**src/rtl/bin_to_bcd_display.sv**
```systemverilog
// -----------------------------------------------------------------------------
// bin_to_bcd_display
//
// Iterative double-dabble converter feeding the 8-digit seven-segment
// controller. An unsigned binary value is accepted through a valid/ready
// handshake. It is converted one shift per clock, and the packed 8-digit BCD
// word is presented on a registered output together with a one-cycle done
// pulse. Digit i occupies bits [4i+3:4i], so digit 0 is the rightmost display.
// Inputs above MAX_VALUE saturate to 9999_9999 and raise overflow_out.
//
// Parameters:
//   INPUT_WIDTH  width of bin_in (4..32)
//   MAX_VALUE    largest value representable on 8 digits
//
// Ports:
//   clk_in        system clock
//   rst_in        asynchronous active-high reset
//   bin_in        unsigned value, sampled on accept
//   valid_in      conversion request
//   ready_out     idle and accepting this cycle (low while rst_in is high)
//   bcd_out       8 packed BCD digits, holds the last result
//   valid_out     one-cycle pulse when bcd_out has just updated
//   overflow_out  last accepted input exceeded MAX_VALUE
//   blank_out     (BCD_BLANK_EN only) leading-zero blanking mask, bit 0 always 0
//
// Optional feature macro: BCD_BLANK_EN
// -----------------------------------------------------------------------------
module bin_to_bcd_display #(
   parameter int INPUT_WIDTH = 27,
   parameter int MAX_VALUE   = 99_999_999
) (
   input  logic                   clk_in,
   input  logic                   rst_in,
   input  logic [INPUT_WIDTH-1:0] bin_in,
   input  logic                   valid_in,
   output logic                   ready_out,
   output logic [31:0]            bcd_out,
   output logic                   valid_out,
`ifdef BCD_BLANK_EN
   output logic [7:0]             blank_out,
`endif
   output logic                   overflow_out
);

   localparam int SR_W  = 32 + INPUT_WIDTH;
   localparam int CNT_W = $clog2(INPUT_WIDTH + 1);

   typedef enum logic [1:0] {
      S_IDLE  = 2'd0,
      S_SHIFT = 2'd1,
      S_DONE  = 2'd2
   } state_t;

   state_t            r_state;
   state_t            w_next_state;
   logic [SR_W-1:0]   r_sr;
   logic [CNT_W-1:0]  r_cnt;
   logic              r_ovf;
   logic [31:0]       r_bcd;
   logic              r_valid;
   logic              r_overflow;
   logic [31:0]       w_bcd_adj;
   logic [SR_W-1:0]   w_sr_shift;
   logic [63:0]       w_bin_ext;
   logic              w_ovf;
   logic [31:0]       w_result;

   // Double-dabble correction: every nibble >= 5 gets +3 before the shift.
   function automatic logic [31:0] add3_digits(input logic [31:0] d);
      logic [31:0] r;
      r = d;
      for (int i = 0; i < 8; i++) begin
         if (d[4*i +: 4] >= 4'd5)
            r[4*i +: 4] = d[4*i +: 4] + 4'd3;
      end
      return r;
   endfunction

   function automatic logic [31:0] saturate(input logic [31:0] d, input logic ovf);
      return ovf ? 32'h9999_9999 : d;
   endfunction

`ifdef BCD_BLANK_EN
   // Bit i set when digit i and every digit above it are zero; digit 0 always shown.
   function automatic logic [7:0] blank_mask(input logic [31:0] d, input logic ovf);
      logic [7:0] m;
      logic       all_zero;
      m        = 8'h00;
      all_zero = 1'b1;
      for (int i = 7; i >= 1; i--) begin
         all_zero = all_zero && (d[4*i +: 4] == 4'd0);
         m[i]     = all_zero;
      end
      return ovf ? 8'h00 : m;
   endfunction

   logic [7:0] r_blank;
   assign blank_out = r_blank;
`endif

   // Widen before comparing so the check is exact for any legal INPUT_WIDTH;
   // for narrow inputs it folds to constant 0.
   assign w_bin_ext  = 64'(bin_in);
   assign w_ovf      = (w_bin_ext > 64'(MAX_VALUE));
   assign w_bcd_adj  = add3_digits(r_sr[SR_W-1 -: 32]);
   assign w_sr_shift = {w_bcd_adj[30:0], r_sr[INPUT_WIDTH-1:0], 1'b0};
   assign w_result   = saturate(r_sr[SR_W-1 -: 32], r_ovf);

   assign ready_out    = (r_state == S_IDLE) && !rst_in;
   assign bcd_out      = r_bcd;
   assign valid_out    = r_valid;
   assign overflow_out = r_overflow;

   always_ff @(posedge clk_in or posedge rst_in) begin
      if (rst_in)
         r_state <= S_IDLE;
      else
         r_state <= w_next_state;
   end

   always_comb begin
      w_next_state = r_state;
      case (r_state)
         S_IDLE:  if (valid_in) w_next_state = S_SHIFT;
         // Counter holds the number of shifts already done; this cycle does the last.
         S_SHIFT: if (r_cnt == CNT_W'(INPUT_WIDTH - 1)) w_next_state = S_DONE;
         S_DONE:  w_next_state = S_IDLE;
         default: w_next_state = S_IDLE;
      endcase
   end

   always_ff @(posedge clk_in or posedge rst_in) begin
      if (rst_in) begin
         r_sr       <= '0;
         r_cnt      <= '0;
         r_ovf      <= 1'b0;
         r_bcd      <= 32'h0;
         r_valid    <= 1'b0;
         r_overflow <= 1'b0;
`ifdef BCD_BLANK_EN
         r_blank    <= 8'b1111_1110;
`endif
      end else begin
         r_valid <= 1'b0;
         case (r_state)
            S_IDLE: begin
               if (valid_in) begin
                  r_sr  <= {32'h0, bin_in};
                  r_cnt <= '0;
                  r_ovf <= w_ovf;
               end
            end
            S_SHIFT: begin
               r_sr  <= w_sr_shift;
               r_cnt <= r_cnt + 1'b1;
            end
            S_DONE: begin
               r_bcd      <= w_result;
               r_overflow <= r_ovf;
               r_valid    <= 1'b1;
`ifdef BCD_BLANK_EN
               r_blank    <= blank_mask(r_sr[SR_W-1 -: 32], r_ovf);
`endif
            end
            default: ;
         endcase
      end
   end

endmodule

```
**config.mk**
```make
export PLATFORM = sky130hd
export DESIGN_NAME = bin_to_bcd_display
export DESIGN_NICKNAME = d
export VERILOG_FILES = /design/src/rtl/bin_to_bcd_display.sv
export SDC_FILE = /design/constraint.sdc
export NUM_CORES = 1
export LEC_CHECK = 0
export CAP_MARGIN = 20
export CORE_ASPECT_RATIO = 0.9
export CORE_MARGIN = 3
export CORE_UTILIZATION = 41
export DETAILED_ROUTE_END_ITERATION = 12
export HOLD_SLACK_MARGIN = 0.15
export PLACE_DENSITY_LB_ADDON = 0.2
export REMOVE_ABC_BUFFERS = 1
export SLEW_MARGIN = 20
export SYNTH_ARGS = -nofsm -noshare
export SYNTH_HDL_FRONTEND = slang
export SYNTH_SLANG_ARGS = --single-unit
```
**constraint.sdc**
```tcl
create_clock -name clk_in -period 3.3 [get_ports clk_in]
set_input_delay 0.33 -clock clk_in [delete_from_list [all_inputs] [get_ports clk_in]]
set_output_delay 0.33 -clock clk_in [all_outputs]
set_load 0.1 [all_outputs]
```
==> results.py <==
metrics = {
    "status": {
        "status": "finished clean",
    },
    "floorplanning": {
        "fp.dieH_um": 109,
        "row_count": 36,
        "io_pins": 65,
        "dieWidth_um": 120,
        "initial_core_util_pct": 43.0,
        "coreArea_um2": 11100,
        "dieArea_um2": 13000,
    },
    "power_and_ir_drop": {
        "p_int_uw": 3160,
        "leakagePower_uw": 0.00256,
        "combPwrFrac_pct": 45.0,
        "switchingPower_uw": 2350,
        "swShare_pct": 42.6,
        "p_seq_share_pct": 36.8,
        "clkPwrFrac_pct": 18.2,
        "ir_worst_vdd_uv": 332,
        "power.density_nw_per_um2": 945,
    },
    "cts": {
        "clockRootBuffer": "clkbuf_16",
        "clk_pin_slew_ns": 0.07,
        "cts_resized": 0,
        "post_cts_buffers": 0,
        "htreeDepth": 3,
        "cts_buffers": 9,
        "postCtsHoldBufs": 0,
        "cts.sinks": 101,
        "clockBufferDepth": 2,
        "clk_latency_ns": 0.34,
        "cts_tree": "yes",
    },
    "detailed_routing": {
        "drt_wl_total_um": 9810,
        "drt_pass1_iterations": 4,
        "ant_nets": 0,
        "drt-vias-per-instance": 5.13,
        "vias": 3579,
        "drc_errors": 0,
        "avgRoutedWirePerCell_um": 14.1,
        "drt_iter0_drc": 251,
    },
    "worst_setup_path": {
        "cp_max_fo": 2,
        "path_buf_inv": 1,
        "critical-path-top-delay-family": "buffers and inverters",
        "critical-path-max-stage-delay_ns": 1.18,
        "slowest_stage": "clkdlybuf4s50_1",
        "required_ns": 2.97,
        "r2r_cells": 4,
        "start_kind": "flop",
        "cp_num_cells": 1,
        "path_cells": "clkdlybuf4s50_1",
        "cp-end-kind": "output port",
        "cp.arrival_ns": 1.87,
        "worstSetupPathType": "flop to output port",
    },
    "global_routing": {
        "grt_first_pass_wirelength_um": 17000,
        "grtUsageTotal_pct": 16.0,
        "grt_pass1_vias": 3554,
        "grt_start_max_net_pins": 59,
        "antenna_found_initial": 0,
        "overflow": 0,
    },
    "cells_and_area": {
        "final_layout_size_suffix_gt1_share_pct": 6.61,
        "final_core_util_pct": 52.4,
        "fillCellCount": 1034,
        "seq_area_um2": 2530,
        "diodes": 0,
        "nets": 588,
        "multi_input_area_um2": 2060,
        "area_delta_synth_final_pct": 21.8,
        "fin_area_um2": 5830,
    },
    "synthesis": {
        "yosysUniqueCellTypes": 36,
        "avgSynthCellArea_um2": 9.79,
        "ys.flop_type": "dfrtp_1",
        "synthTopCellsByArea": "dfrtp_1 (53%), nand2_1 (7.3%), o21ai_0 (5.4%)",
        "ys_seq_area_share_pct": 52.8,
        "async_reset_ff_share_pct": 100,
        "synth_top_area_share_pct": 52.8,
        "yosysTopAreaCell": "dfrtp_1",
        "synth_area_um2": 4790,
        "yosysWarnings": 0,
        "yosys-top-cells-count": "dfrtp_1 (101), nand2_1 (93), o21ai_0 (52)",
        "synth_most_common_cell": "dfrtp_1",
        "syn_inst": 489,
        "yosys_register_bits": 101,
        "synth-edff-count": 0,
    },
    "flow_run": {
        "cap_violations": 0,
    },
    "sta": {
        "period_needed_ns": 2.20,
        "slew-limit-headroom_pct": 31.1,
        "hold_viol": 0,
        "fin_setup_tns_ns": 0,
        "fin_skew_ns": 0.00476,
        "maxSlewViolCount": 0,
        "fmax_ghz": 0.455,
        "rsz0062_at_grt": "no",
        "setup_viol": 0,
        "timing.final.crit_share_pct": 66.5,
        "tightestPinTransition_ns": 1.03,
    },
    "placed_design": {
        "place.gp.congestion": 0.799,
        "port_buffers": 64,
        "place_area_um2": 5550,
        "dp_hpwl_um": 6470,
    },
    "min_path": {
        "min_path_type": "input port to asynchronous set/reset pin",
    },
}
[power groups by stage]
| stage | Clock (uW) | Sequential [uW] | Combinational, uW |
|---|---|---|---|
| 6_report | 1000 | 2030 | 2480 |
| 5_1_grt | 1080 | 2090 | 2800 |
| 4_1_cts | 1030 | 2030 | 2520 |
| 3_5_place_dp | 0 | 2050 | 2510 |
| 3_3_place_gp | 0 | 2030 | 2430 |
| 2_1_floorplan | 0 | 2400 | 1490 |
[layout by cell type, fill, tap and decap left out, types with 18 or more instances in the layout]
cell type / n
nand2_1: 93
nand3_1: 26
nor2_1: 18
dfrtp_1: 101
inv_1: 18
o31ai_1: 21
clkdlybuf4s50_1: 63
o21ai_0: 52
ha_1: 18
a22oi_1: 26
[stage by stage]
step           worst slack [ns]  total power (uW)  cells  hold WS, ns
6_report                   1.10              5510    697        0.452
5_1_grt                    1.05              5970    697        0.494
4_1_cts                    1.09              5570    697        0.479
3_5_place_dp              0.901              4560    681        0.463
3_3_place_gp              0.881              4460    681        0.452
2_1_floorplan             0.323              3890    459        0.435
[state kept, by name, summed over array words and instances (netlist names)]
| signal | count |
|---|---|
| overflow_out | 1 |
| r_sr | 59 |
| valid_out | 1 |
| r_ovf | 1 |
| r_state | 2 |
| r_cnt | 5 |
| bcd_out | 32 |
[worst paths after layout]
path | slack [ns] | to | from
worst max-delay path | 1.10 | bcd_out[5] | bcd_out[5]
worst min-delay path | 0.45 | r_sr[45] | rst_in
worst max register to register | 1.22 | r_sr[38] | r_state[1]
worst min register to register | 0.47 | r_sr[26] | r_sr[26]
max in group asynchronous | 2.16 | overflow_out | rst_in
min in group clk_in | 0.47 | r_sr[26] | r_sr[26]
[logic make-up after synthesis]
family / Yosys count / share of synthesized area (%)
XOR/XNOR: 13 / 2.38
adder cells (fa/ha/maj): 18 / 4.70
AND/OR/NAND/NOR: 173 / 16.7
buffers and inverters: 49 / 4.47
AO/OA/AOI/OAI: 126 / 16.9
multiplexers: 9 / 2.06
flip-flops: 101 / 52.8
[layer usage]
| layer | routed length (um) | vias to the layer above | share of wire [%] | global-route usage (%) |
|---|---|---|---|---|
| li1 | - | 1802 | - | - |
| met1 | 4720 | 1688 | 48 | 21.3 |
| met2 | 4480 | 80 | 46 | 26.0 |
| met3 | 514 | 9 | 5.2 | 4.45 |
| met4 | 94 | 0 | 0.96 | 3.68 |
| met5 | 0 | - | 0 | 0 |
[final cells by class]
class | instances | area share, %
Sequential cell | 101 | 43.3
Multi-Input combinational cell | 339 | 35.4
Timing Repair Buffer | 70 | 11.9
Clock buffer | 13 | 4.46
Tap cell | 152 | 3.26
Inverter | 19 | 1.27
Clock inverter | 3 | 0.343
No activity file was read; power rests on OpenSTA's default activity.
